--- src/rtl/mix_columns_sequencer_pkg.sv ---
// Shared types, widths and GF(2^8) helpers for the time-multiplexed AES MixColumns sequencer.
// The optional final-round pass-through is enabled with MIXCOL_BYPASS_EN.
package aes_mixcol_pkg;

    localparam int COL_W    = 32;
    localparam int STATE_W  = 128;
    localparam int NUM_COLS = 4;

    typedef enum logic [1:0] {
        IDLE = 2'd0,
        RUN  = 2'd1,
        DONE = 2'd2
    } state_t;

    // Column c of the state, top row in the most significant byte.
    function automatic logic [COL_W-1:0] col_sel(input logic [STATE_W-1:0] s, input logic [1:0] c);
        return s[STATE_W-1 - COL_W*c -: COL_W];
    endfunction

    function automatic logic [7:0] gf_x2(input logic [7:0] b);
        return {b[6:0], 1'b0} ^ (b[7] ? 8'h1b : 8'h00);
    endfunction

    function automatic logic [7:0] gf_x3(input logic [7:0] b);
        return gf_x2(b) ^ b;
    endfunction

endpackage

--- src/rtl/mix_columns_sequencer_if.sv ---
// Valid/ready bundle carrying states into and out of the MixColumns sequencer.
// Bypass exists only when MIXCOL_BYPASS_EN is defined.
interface mix_columns_sequencer_if import aes_mixcol_pkg::*; ();

    logic               In_valid;
    logic               In_ready;
    logic [STATE_W-1:0] In;
    logic               Out_valid;
    logic               Out_ready;
    logic [STATE_W-1:0] Out;
`ifdef MIXCOL_BYPASS_EN
    logic               Bypass;
`endif

    modport master (
`ifdef MIXCOL_BYPASS_EN
        output Bypass,
`endif
        output In_valid,
        output In,
        output Out_ready,
        input  In_ready,
        input  Out_valid,
        input  Out
    );

    modport slave (
`ifdef MIXCOL_BYPASS_EN
        input  Bypass,
`endif
        input  In_valid,
        input  In,
        input  Out_ready,
        output In_ready,
        output Out_valid,
        output Out
    );

endinterface

--- src/rtl/mix_columns_sequencer_unit.sv ---
// Registered single-column MixColumns engine: one 32-bit column in, mixed column out one cycle later.
module mix_column_unit import aes_mixcol_pkg::*; (
    input  logic             Clk,
    input  logic             Rst_n,
    input  logic [COL_W-1:0] col_in,
    output logic [COL_W-1:0] col_out
);

    logic [7:0] s0, s1, s2, s3;
    logic [7:0] r0, r1, r2, r3;

    assign s0 = col_in[31:24];
    assign s1 = col_in[23:16];
    assign s2 = col_in[15:8];
    assign s3 = col_in[7:0];

    assign r0 = gf_x2(s0) ^ gf_x3(s1) ^ s2 ^ s3;
    assign r1 = s0 ^ gf_x2(s1) ^ gf_x3(s2) ^ s3;
    assign r2 = s0 ^ s1 ^ gf_x2(s2) ^ gf_x3(s3);
    assign r3 = gf_x3(s0) ^ s1 ^ s2 ^ gf_x2(s3);

    always_ff @(posedge Clk or negedge Rst_n) begin
        if (!Rst_n) begin
            col_out <= '0;
        end else begin
            col_out <= {r0, r1, r2, r3};
        end
    end

endmodule

--- src/rtl/mix_columns_sequencer.sv ---
// Time-multiplexes one registered column unit over the four state columns (5-edge latency, 7-cycle throughput).
// Defining MIXCOL_BYPASS_EN adds a Bypass input that passes an accepted state straight to the output.
module mix_columns_sequencer import aes_mixcol_pkg::*; (
    input logic              Clk,
    input logic              Rst_n,
    mix_columns_sequencer_if.slave bus
);

    state_t             state_q, state_d;
    logic [STATE_W-1:0] src_reg, res_reg;
    logic [1:0]         ic, cc;
    logic               issue_done;
    logic               cap_pending;
    logic               accept;
    logic               bypass_sel;
    logic [COL_W-1:0]   unit_in, unit_out;

`ifdef MIXCOL_BYPASS_EN
    assign bypass_sel = bus.Bypass;
`else
    assign bypass_sel = 1'b0;
`endif

    assign unit_in = col_sel(src_reg, ic);

    mix_column_unit u_col (
        .Clk     (Clk),
        .Rst_n   (Rst_n),
        .col_in  (unit_in),
        .col_out (unit_out)
    );

    always_comb begin
        state_d = state_q;
        accept  = 1'b0;
        case (state_q)
            IDLE: begin
                if (bus.In_valid) begin
                    accept  = 1'b1;
                    state_d = bypass_sel ? DONE : RUN;
                end
            end
            RUN: begin
                if (cap_pending && cc == 2'(NUM_COLS - 1)) begin
                    state_d = DONE;
                end
            end
            DONE: begin
                if (bus.Out_ready) begin
                    state_d = IDLE;
                end
            end
            default: state_d = IDLE;
        endcase
    end

    always_ff @(posedge Clk or negedge Rst_n) begin
        if (!Rst_n) begin
            state_q <= IDLE;
        end else begin
            state_q <= state_d;
        end
    end

    // The unit output trails the issue counter by one edge, so cap_pending marks a result worth capturing.
    always_ff @(posedge Clk or negedge Rst_n) begin
        if (!Rst_n) begin
            src_reg     <= '0;
            res_reg     <= '0;
            ic          <= '0;
            cc          <= '0;
            issue_done  <= 1'b0;
            cap_pending <= 1'b0;
        end else if (accept) begin
            src_reg     <= bus.In;
            ic          <= '0;
            cc          <= '0;
            issue_done  <= 1'b0;
            cap_pending <= 1'b0;
            if (bypass_sel) begin
                res_reg <= bus.In;
            end
        end else if (state_q == RUN) begin
            cap_pending <= !issue_done;
            if (!issue_done) begin
                ic <= ic + 2'd1;
                if (ic == 2'(NUM_COLS - 1)) begin
                    issue_done <= 1'b1;
                end
            end
            if (cap_pending) begin
                res_reg[STATE_W-1 - COL_W*cc -: COL_W] <= unit_out;
                cc <= cc + 2'd1;
            end
        end
    end

    assign bus.In_ready  = (state_q == IDLE);
    assign bus.Out_valid = (state_q == DONE);
    assign bus.Out       = res_reg;

endmodule

--- src/flat_wrapper.sv ---
// flat-port wrapper written by rule: the top's interface ports become plain ports
module mix_columns_sequencer_flat import aes_mixcol_pkg::*;
  (Clk, Rst_n, bus_In_valid, bus_In, bus_Out_ready, bus_In_ready, bus_Out_valid, bus_Out);
  mix_columns_sequencer_if bus_i ();
  input logic Clk;
  input logic Rst_n;
  input wire logic [$bits(bus_i.In_valid)-1:0] bus_In_valid;
  input wire logic [$bits(bus_i.In)-1:0] bus_In;
  input wire logic [$bits(bus_i.Out_ready)-1:0] bus_Out_ready;
  output wire logic [$bits(bus_i.In_ready)-1:0] bus_In_ready;
  output wire logic [$bits(bus_i.Out_valid)-1:0] bus_Out_valid;
  output wire logic [$bits(bus_i.Out)-1:0] bus_Out;
  assign bus_i.In_valid = bus_In_valid;
  assign bus_i.In = bus_In;
  assign bus_i.Out_ready = bus_Out_ready;
  assign bus_In_ready = bus_i.In_ready;
  assign bus_Out_valid = bus_i.Out_valid;
  assign bus_Out = bus_i.Out;
  mix_columns_sequencer u_core (.Clk(Clk), .Rst_n(Rst_n), .bus(bus_i));
endmodule
--- config.mk ---
export PLATFORM = sky130hd
export DESIGN_NAME = mix_columns_sequencer_flat
export DESIGN_NICKNAME = d
export VERILOG_FILES = /design/src/rtl/mix_columns_sequencer_pkg.sv /design/src/rtl/mix_columns_sequencer_if.sv /design/src/rtl/mix_columns_sequencer_unit.sv /design/src/rtl/mix_columns_sequencer.sv /design/src/flat_wrapper.sv
export SDC_FILE = /design/constraint.sdc
export NUM_CORES = 1
export LEC_CHECK = 0
export CORE_ASPECT_RATIO = 0.7
export CORE_MARGIN = 1
export CORE_UTILIZATION = 25
export CTS_BUF_LIST = sky130_fd_sc_hd__clkbuf_8 sky130_fd_sc_hd__clkbuf_16
export CTS_CLUSTER_SIZE = 14
export DETAILED_ROUTE_END_ITERATION = 12
export GPL_TIMING_DRIVEN = 0
export PLACE_DENSITY = 0.54
export SYNTH_ARGS = -nofsm -noshare
export SYNTH_HDL_FRONTEND = slang
export SYNTH_SLANG_ARGS = --single-unit
--- constraint.sdc ---
create_clock -name Clk -period 2.8 [get_ports Clk]
set_input_delay 0.7 -clock Clk [delete_from_list [all_inputs] [get_ports Clk]]
set_output_delay 0.7 -clock Clk [all_outputs]
set_load 0.03 [all_outputs]
==> out/metrics.cfg <==
[run_status]
status = completed

[clock_network]
clock_sinks = 296
clockRootBuffer = clkbuf_16
path_clk_slew_ps = 60
cts_buffers = 34
clk_path_buf_depth = 3
post-cts-setup-buffers = 0
cts_resized = 10
cts_hold_buf = 0
clk_latency_ps = 520
cts_tree = built
htree_levels = 2

[detailed_routing]
wl_met1_mm = 19.9
drt_pass1_iterations = 4
post_drt_wl_per_cell_um = 21.0
routed-via-count = 8973
drtIter0Drc = 537
routed_via_density = 4.44
routed_wl_mm = 42.4
topRoutingLayerUsed = met5
wl_met3_mm = 2.73
drc = 0
dr_wl_met2_mm = 19.0
postRouteAntennaNets = 0

[sta]
period_share = 0.936
fin_skew_ps = 28.8
final-setup-viol-count = 0
period_needed_ps = 2620
relSlewSlack = 0.416
tightest_slew_ps = 877
hold_violations = 0
rsz0062_at_grt = false
finalMaxSlewViolations = 0
max_freq_mhz = 382

[layout]
n_fill_cell = 5071
num-nets-final = 1460
mostFrequentLayoutCell = dfrtp_1
final_cell_count_no_fill = 2022
drive_gt1_frac = 0.176
layout_common_cells = 296 x dfrtp_1, 258 x clkdlybuf4s50_1, 256 x nand2_1, 129 x o21ai_0, 129 x mux2_2
syn2layout_area_growth_pct = 34.9
fin_util = 0.345
final_area_um2 = 17700

[synthesis]
synthArstFlopShare = 1.00
synth-edff-count = 0
netlist_instances = 1024
yosysWarnings = 0
syn-num-nets = 1161
yosysTopAreaCell = dfrtp_1
ys_types = 35
ys_seq_area_frac = 0.563
synth_top_flop_cell = dfrtp_1
netlist_area_um2 = 13200
avgSynthCellArea_um2 = 12.8
synthTopCellsByArea = dfrtp_1 56%, mux2_2 11%, nand2_1 7.3%
ys_ff_latch = 296
synth_top_cell_area_share = 0.563

[power]
p_leak_nw = 7.56
pwr_density_cell_nw_per_um2 = 1590
ir_worst_vdd_v = 0.00104
fin_total_pwr_w = 0.0282

[critical_path]
cp-end-kind = flop
arrival_ps = 2980
crit_required_ps = 3160
critPathKind = reg -> reg
worst_setup_path_start_kind = flop
path_max_fanout = 10

[placement]
dp_cells = 1961
dpl_cell_area_um2 = 16700
numPortBuffers = 261
dpl.hpwl_mm = 31.9
gp_congestion = 0.799

[min_path]
hp-class = in -> async

[grt]
first_global_vias = 9645
grt_pass1_wl_mm = 64.0
overflow = 0
grt_max_degree = 116
antenna_found_initial = 5
track_usage = 0.161

[flow_run]
cap_viol_max_count = 0

[floorplan]
die_w_um = 276
coreArea_um2 = 51400
start_util = 0.256
die_h_um = 194
num_rows = 69
io_pins = 262
dieArea_um2 = 53500

[logic make-up after synthesis]
group,share of synthesized area
DFF,0.563
and+or+nand+nor,0.0805
muxes,0.169
AOI/OAI and AO/OA,0.0538
xor gates and xnor gates,0.104
buffers and inverters,0.0257
adders and majority gates,0.00476
[Yosys cell counts (5+ instances only)]
library cell	number
o21ai_0	129
nand2_1	256
dfrtp_1	296
mux4_1	9
ha_1	5
xor3_1	7
buf_2	7
nor2_1	8
xnor2_1	13
xor2_1	17
xnor3_1	32
clkbuf_1	54
mux2_2	129
mux4_2	23
[routing by layer]
metal / track usage / vias up
met4: 0.0350 / 6
met3: 0.0413 / 50
met2: 0.249 / 235
li1: - / 4107
met5: 0 / -
met1: 0.227 / 4575
[through the flow]
stage / setup TNS (ps) / hold WS [ps] / setup WS [ps]
after floorplan: 0 / 404 / 702
after global placement: -3649160 / 465 / -12160
after detailed placement: -59360 / 470 / -681
after CTS: -7.80 / 248 / -4.31
after global routing: 0 / 281 / 29.8
final: 0 / 226 / 180
[area by class of cell]
cell class | count | area, um^2 | share of cell area
plain buffers | 68 | 337 | 0.0190
clock buffers | 42 | 972 | 0.0548
multi-input cells | 656 | 5410 | 0.305
well taps | 674 | 843 | 0.0475
flip-flops and latches | 296 | 7410 | 0.417
diodes | 2 | 5.00 | 0.000282
clock inverters | 17 | 88.8 | 0.00501
inverters | 4 | 15.0 | 0.000846
repair buffers | 263 | 2670 | 0.150
[power by group]
part	leakage, nW	switching, W	internal [W]
registers	3.72	0.00148	0.00642
clock network	0.562	0.00181	0.00246
logic	3.29	0.00766	0.00839
total	7.56	0.0110	0.0173
[path summary, 6_finish.rpt]
| check | slack [ps] | start | endpoint | depth (start not counted) |
|---|---|---|---|---|
| setup reg to reg | 180 | u_core.ic[1] | u_core.u_col.col_out[3] | 6 |
| min in group Clk | 480 | u_core.bus.Out[69] | u_core.bus.Out[69] | 2 |
| setup / recovery | 180 | u_core.ic[1] | u_core.u_col.col_out[3] | 6 |
| hold / removal | 230 | Rst_n | u_core.bus.Out[113] | 1 |
| hold reg to reg | 480 | u_core.bus.Out[69] | u_core.bus.Out[69] | 2 |
| max in group asynchronous | 1480 | Rst_n | u_core.bus.Out[39] | 2 |
[critical path, stage by stage, from the launching register on]
cell and delay [ps]:
dfrtp_1 360, buf_2 240, buf_4 290, buf_4 330, mux4_2 450, xor2_1 290
xnor3_1 510
Note: power is estimated with default switching activity, not from simulation.
